## src/rtl/gb_instr_issuer.sv

```systemverilog
// gb_instr_issuer: buffers host opcodes in a small FIFO, issues them to the
// processor as one-cycle strobes with an optional idle gap between issues,
// and captures the processor probe a fixed number of cycles after each issue.
module gb_instr_issuer #(
  parameter int unsigned DEPTH     = 4,
  parameter int unsigned GAP       = 0,
  parameter int unsigned PROBE_LAT = 1
) (
  input  logic       clock,
  input  logic       reset,
  input  logic [7:0] host_instr,
  input  logic       host_valid,
  output logic       host_ready,
  output logic [7:0] instruction,
  output logic       valid,
  input  logic [7:0] probe,
  output logic [7:0] probe_out,
  output logic       probe_valid,
  output logic [7:0] issued_count
);

  localparam int unsigned PTR_W = (DEPTH > 1) ? $clog2(DEPTH) : 1;
  localparam int unsigned CNT_W = PTR_W + 1;
  localparam int unsigned GAP_W = 4;

  typedef enum logic [1:0] {
    S_IDLE    = 2'd0,
    S_ISSUE   = 2'd1,
    S_GAPWAIT = 2'd2
  } state_t;

  logic [7:0]           mem_q [DEPTH];
  logic [PTR_W-1:0]     wr_ptr_q, wr_ptr_d;
  logic [PTR_W-1:0]     rd_ptr_q, rd_ptr_d;
  logic [CNT_W-1:0]     count_q, count_d;
  logic                 host_ready_q, host_ready_d;
  state_t               state_q, state_d;
  logic [GAP_W-1:0]     gap_q, gap_d;
  logic                 valid_q, valid_d;
  logic [7:0]           instr_q, instr_d;
  logic [7:0]           issued_q, issued_d;
  logic [PROBE_LAT-1:0] pipe_q, pipe_d;
  logic [7:0]           probe_out_q, probe_out_d;
  logic                 probe_valid_q, probe_valid_d;

  logic push;
  logic pop;
  logic not_empty;

  // FIFO bookkeeping and issue FSM next-state / registered-output logic
  always_comb begin
    pop          = 1'b0;
    state_d      = state_q;
    gap_d        = gap_q;
    valid_d      = 1'b0;
    instr_d      = 8'h00;
    push         = host_valid && host_ready_q;
    not_empty    = (count_q != '0);

    unique case (state_q)
      S_IDLE: begin
        if (not_empty) begin
          pop     = 1'b1;
          valid_d = 1'b1;
          instr_d = mem_q[rd_ptr_q];
          state_d = S_ISSUE;
        end
      end
      S_ISSUE: begin
        if (GAP > 0) begin
          state_d = S_GAPWAIT;
          gap_d   = GAP_W'(GAP - 1);
        end else if (not_empty) begin
          pop     = 1'b1;
          valid_d = 1'b1;
          instr_d = mem_q[rd_ptr_q];
          state_d = S_ISSUE;
        end else begin
          state_d = S_IDLE;
        end
      end
      S_GAPWAIT: begin
        if (gap_q == '0) begin
          if (not_empty) begin
            pop     = 1'b1;
            valid_d = 1'b1;
            instr_d = mem_q[rd_ptr_q];
            state_d = S_ISSUE;
          end else begin
            state_d = S_IDLE;
          end
        end else begin
          gap_d = gap_q - GAP_W'(1);
        end
      end
      default: begin
        state_d = S_IDLE;
      end
    endcase

    wr_ptr_d     = push ? wr_ptr_q + PTR_W'(1) : wr_ptr_q;
    rd_ptr_d     = pop ? rd_ptr_q + PTR_W'(1) : rd_ptr_q;
    count_d      = count_q + CNT_W'(push) - CNT_W'(pop);
    host_ready_d = (count_d != CNT_W'(DEPTH));
    issued_d     = valid_d ? issued_q + 8'd1 : issued_q;
  end

  // Probe capture pipeline: the oldest stage marks the edge to sample probe
  always_comb begin
    pipe_d    = '0;
    pipe_d[0] = valid_d;
    for (int unsigned i = 1; i < PROBE_LAT; i++) begin
      pipe_d[i] = pipe_q[i-1];
    end
    probe_valid_d = pipe_q[PROBE_LAT-1];
    probe_out_d   = pipe_q[PROBE_LAT-1] ? probe : probe_out_q;
  end

  // FIFO storage; contents need no reset since occupancy gates every read
  always_ff @(posedge clock) begin
    if (push) begin
      mem_q[wr_ptr_q] <= host_instr;
    end
  end

  // Control and output registers with synchronous active-low reset
  always_ff @(posedge clock) begin
    if (!reset) begin
      wr_ptr_q      <= '0;
      rd_ptr_q      <= '0;
      count_q       <= '0;
      host_ready_q  <= 1'b0;
      state_q       <= S_IDLE;
      gap_q         <= '0;
      valid_q       <= 1'b0;
      instr_q       <= 8'h00;
      issued_q      <= 8'h00;
      pipe_q        <= '0;
      probe_out_q   <= 8'h00;
      probe_valid_q <= 1'b0;
    end else begin
      wr_ptr_q      <= wr_ptr_d;
      rd_ptr_q      <= rd_ptr_d;
      count_q       <= count_d;
      host_ready_q  <= host_ready_d;
      state_q       <= state_d;
      gap_q         <= gap_d;
      valid_q       <= valid_d;
      instr_q       <= instr_d;
      issued_q      <= issued_d;
      pipe_q        <= pipe_d;
      probe_out_q   <= probe_out_d;
      probe_valid_q <= probe_valid_d;
    end
  end

  assign host_ready   = host_ready_q;
  assign instruction  = instr_q;
  assign valid        = valid_q;
  assign probe_out    = probe_out_q;
  assign probe_valid  = probe_valid_q;
  assign issued_count = issued_q;

endmodule
```

## config.mk

```make
export PLATFORM = sky130hd
export DESIGN_NAME = gb_instr_issuer
export DESIGN_NICKNAME = d
export VERILOG_FILES = /design/src/rtl/gb_instr_issuer.sv
export SDC_FILE = /design/constraint.sdc
export NUM_CORES = 1
export LEC_CHECK = 0
export ABC_CLOCK_PERIOD_IN_PS = 1980
export CAP_MARGIN = 20
export CORE_MARGIN = 2
export CORE_UTILIZATION = 46
export CTS_CLUSTER_DIAMETER = 50
export DETAILED_ROUTE_END_ITERATION = 6
export GPL_TIMING_DRIVEN = 0
export HOLD_SLACK_MARGIN = 0.1
export PLACE_DENSITY = 0.75
export RECOVER_POWER = 100
export SLEW_MARGIN = 20
export SYNTH_ARGS = -nofsm -noshare
export SYNTH_HDL_FRONTEND = slang
export SYNTH_SLANG_ARGS = --single-unit
```

## constraint.sdc

```tcl
create_clock -name clock -period 1.98 [get_ports clock]
set_input_delay 0.594 -clock clock [delete_from_list [all_inputs] [get_ports clock]]
set_output_delay 0.594 -clock clock [all_outputs]
set_load 0.01 [all_outputs]
```

==> metrics.md <==
| Metric | Value |
|---|---|
| Setup TNS | -0.133 ns |
| Total GRT Usage | 15.5% |
| Fillers | 380 |
| Grt total ovfl | 0 |
| Final Setup Violations | 2 |
| RSZ-0062 raised after global routing | yes |
| Lkg Pwr | 1.22 nW |
| Total wire length | 4.42 mm |
| Worst Setup Slack, final | -0.0921 ns |
| ANT nets after route | 0 |
| CTS Buf Count | 9 |
| Maxcap violations | 0 |
| CP Max Fanout | 3 |
| Synth Instances | 174 |
| Post-Syn Area | 2500 sq um |
| Critical Path Sink Type | flop |
| Worst EP arrival | 2.30 ns |
| Slew headroom | 66.6% |
| CORE AREA | 5170 sq um |
| Layout Nets | 263 |
| Dpl hpwl | 2.90 mm |
| Global-route wire length before repair | 6.98 mm |
| Crit path from | count_q[2] |
| Mapped Nets | 200 |
| Violated checks | setup timing |
| Clock Sinks | 68 |
| CTS Buffer Depth | 2 |
| Num ports | 46 |
| Area grow syn2layout | 33.2% |
| Starting Density | 48.4% |
| Max stage delay on crit path | 0.36 ns |
| Layout cells sized above 1 | 17.8% |
| Initial antenna violation count | 0 |
| Final count of hold timing violations | 0 |
| Synthesis Warnings | 0 |
| Design Area, Final | 3330 sq um |
| DRT iter0 DRCs | 66 |
| CTS tree | yes |
| Tmin final | 2.07 ns |
| Post-detailed-route wirelength per cell | 14.2 microns |
| Vias per cell | 4.89 |
| First-pass DRT Iterations | 4 |
| VDD IR max | 0.000650 V |
| Slowest CP cell | dfxtp_4 |
| Non-Filler Instances | 312 |
| Worst-Margin Slew | 0.501 ns |
| Hold Startpoint | issued_count[7] |
| Number of global-route vias before repair | 1481 |
| H-tree Lvls | 3 |
| Clock-pin slew on the worst setup and hold paths | 0.07 ns |
| Placer Congestion | 0.800 |
| Critical Path, Cell by Cell | nor3_4, buf_6, xor2_2, ha_2, inv_2, fa_2, xor2_2, xnor2_2, o31a_1 |
| Row cnt | 26 |
| RR Startpoint | count_q[2] |
| Diodes inserted | 0 |
| CTS root buf | clkbuf_8 |
| Area after DPL | 3060 sq um |
| Syn Area/Cell | 14.4 sq um |
| Largest net degree at the start of global routing | 12 |
| Most used cell, CP | xor2_2 |
| Die area | 6050 sq um |
| Type of the worst min-delay path | reg2reg |
| Sequential area share after synthesis | 67.2% |
| Crit share post-route | 105% |
| Slew Viols, Final | 0 |
| IO Port Bufs | 45 |
| Post-Route Skew | 0.00593 ns |
| Required time of the critical path | 2.21 ns |
| Power Dens Cells | 1340 nW/um^2 |
| Vias | 1525 |
| Post-Place Cells | 289 |
| Fin Hold WS | 0.491 ns |
| DIE HEIGHT | 77.8 microns |
| Count of different cell masters after synthesis | 27 |
| # DRC | 0 |
| Clock insertion delay at the later pin of the skew report | 0.34 ns |
| Achievable frequency | 483 MHz |
| Worst setup SP type | flop |
| Die W | 77.8 microns |
| Worst setup path category | reg2reg |
| Yosys reg bits | 68 |
| Status | complete, but fails checks |
## worst max-delay path: cells and delay by family (launching register included)
kind / cells / cell delay [ns]
AOI/OAI and AO/OA: 1 / 0.23
adders and majority gates: 2 / 0.54
DFF: 1 / 0.36
xor gates and xnor gates: 3 / 0.43
and+or+nand+nor: 1 / 0.24
buffers and inverters: 2 / 0.18
## path summary, 6_finish.rpt
kind / to / slack, ns / cells past startpoint
worst max-delay path: host_ready / -0.09 / 9
worst min-delay path: issued_count[7] / 0.49 / 2
worst max register to register: host_ready / -0.09 / 9
worst min register to register: issued_count[7] / 0.49 / 2
## layer usage
layer  vias up  GRT usage (%)  wire [microns]
met1       741           18.4            1900
li1        748              -               -
met2        29           24.9            2250
met3         7           5.58             177
met4         0           7.50              90
met5         -              0               0
## cell type report
class	instances	area (sq um)	share of cell area, %
flip-flops and latches	68	1690	50.7
clock buffers	15	186	5.59
plain buffers	6	32.5	0.976
repair buffers	52	503	15.1
well taps	70	87.6	2.63
clock inverters	1	5.00	0.150
multi-input cells	94	806	24.2
inverters	6	22.5	0.676
## cell usage in the layout, fill, tap and decap left out, types with 7 or more instances in the layout
cell / count
clkdlybuf4s50_1: 35
a21oi_1: 7
edfxtp_1: 32
dfxtp_1: 33
nor2b_1: 8
buf_4: 7
mux4_2: 8
mux2i_1: 9
dlygate4sd3_1: 9
nor2_1: 18
clkbuf_8: 13
## kinds of logic (layout without fill, tap and decap cells)
family          count (synthesis)  count (layout)  share of synthesized area, %
buf+inv                        12              80                          2.05
xor+xnor                        8               8                          2.80
compound gates                 15              15                          3.65
mux                            17              17                          10.8
simple gates                   47              47                          9.70
fa+ha+maj                       7               7                          3.80
flops                          68              68                          67.2
## through the flow
stage / util, % / setup slack, ns / power (mW)
global placement: 59.1 / -0.735 / 3.18
finish: 64.4 / -0.0921 / 4.47
CTS: 63.5 / -0.0780 / 4.36
detailed placement: 59.1 / -0.768 / 3.21
global route: 64.4 / -0.176 / 4.72
floorplan: - / -0.0664 / 2.73
## cell usage after synthesis, drive strengths merged
library cell,count,share of area [%]
or4,3,0.90
edfxtp,32,38
nand4,1,0.25
buf,3,0.70
xnor2,2,0.70
inv,6,0.90
o31a,1,0.35
or3,2,0.50
a21oi,7,1.4
o21ai,2,0.40
nor2,18,2.7
nand2b,1,0.25
o31ai,5,1.5
ha,6,3.0
nand2,4,0.60
dfxtp,36,29
fa,1,0.80
nor3,1,0.40
nand3,3,0.60
and3,4,1.0
and2,2,0.50
xor2,6,2.1
mux2i,9,3.6
nor2b,8,2.0
mux4,8,7.2
clkbuf,3,0.45
## power breakdown
group          switching [mW]  internal [mW]
Clock                   0.472          0.591
Sequential              0.147           1.74
Combinational           0.668          0.846
## flip-flops by register name, summed over array words and instances (netlist names), named ones only
signal	cells
mem_q	32
instruction	8
issued_count	8
probe_out	8
count_q	3
rd_ptr_q	2
wr_ptr_q	2
host_ready	1
pipe_q	1
probe_valid	1
## timing repair
action                                  CTS  global route
gates resized for setup                   8             3
endpoints found under the setup margin    3             3
hold buffers                              0             0
pin swaps                                 3             3
buffers inserted                          3             4
Power figures use the tool's default switching activity.
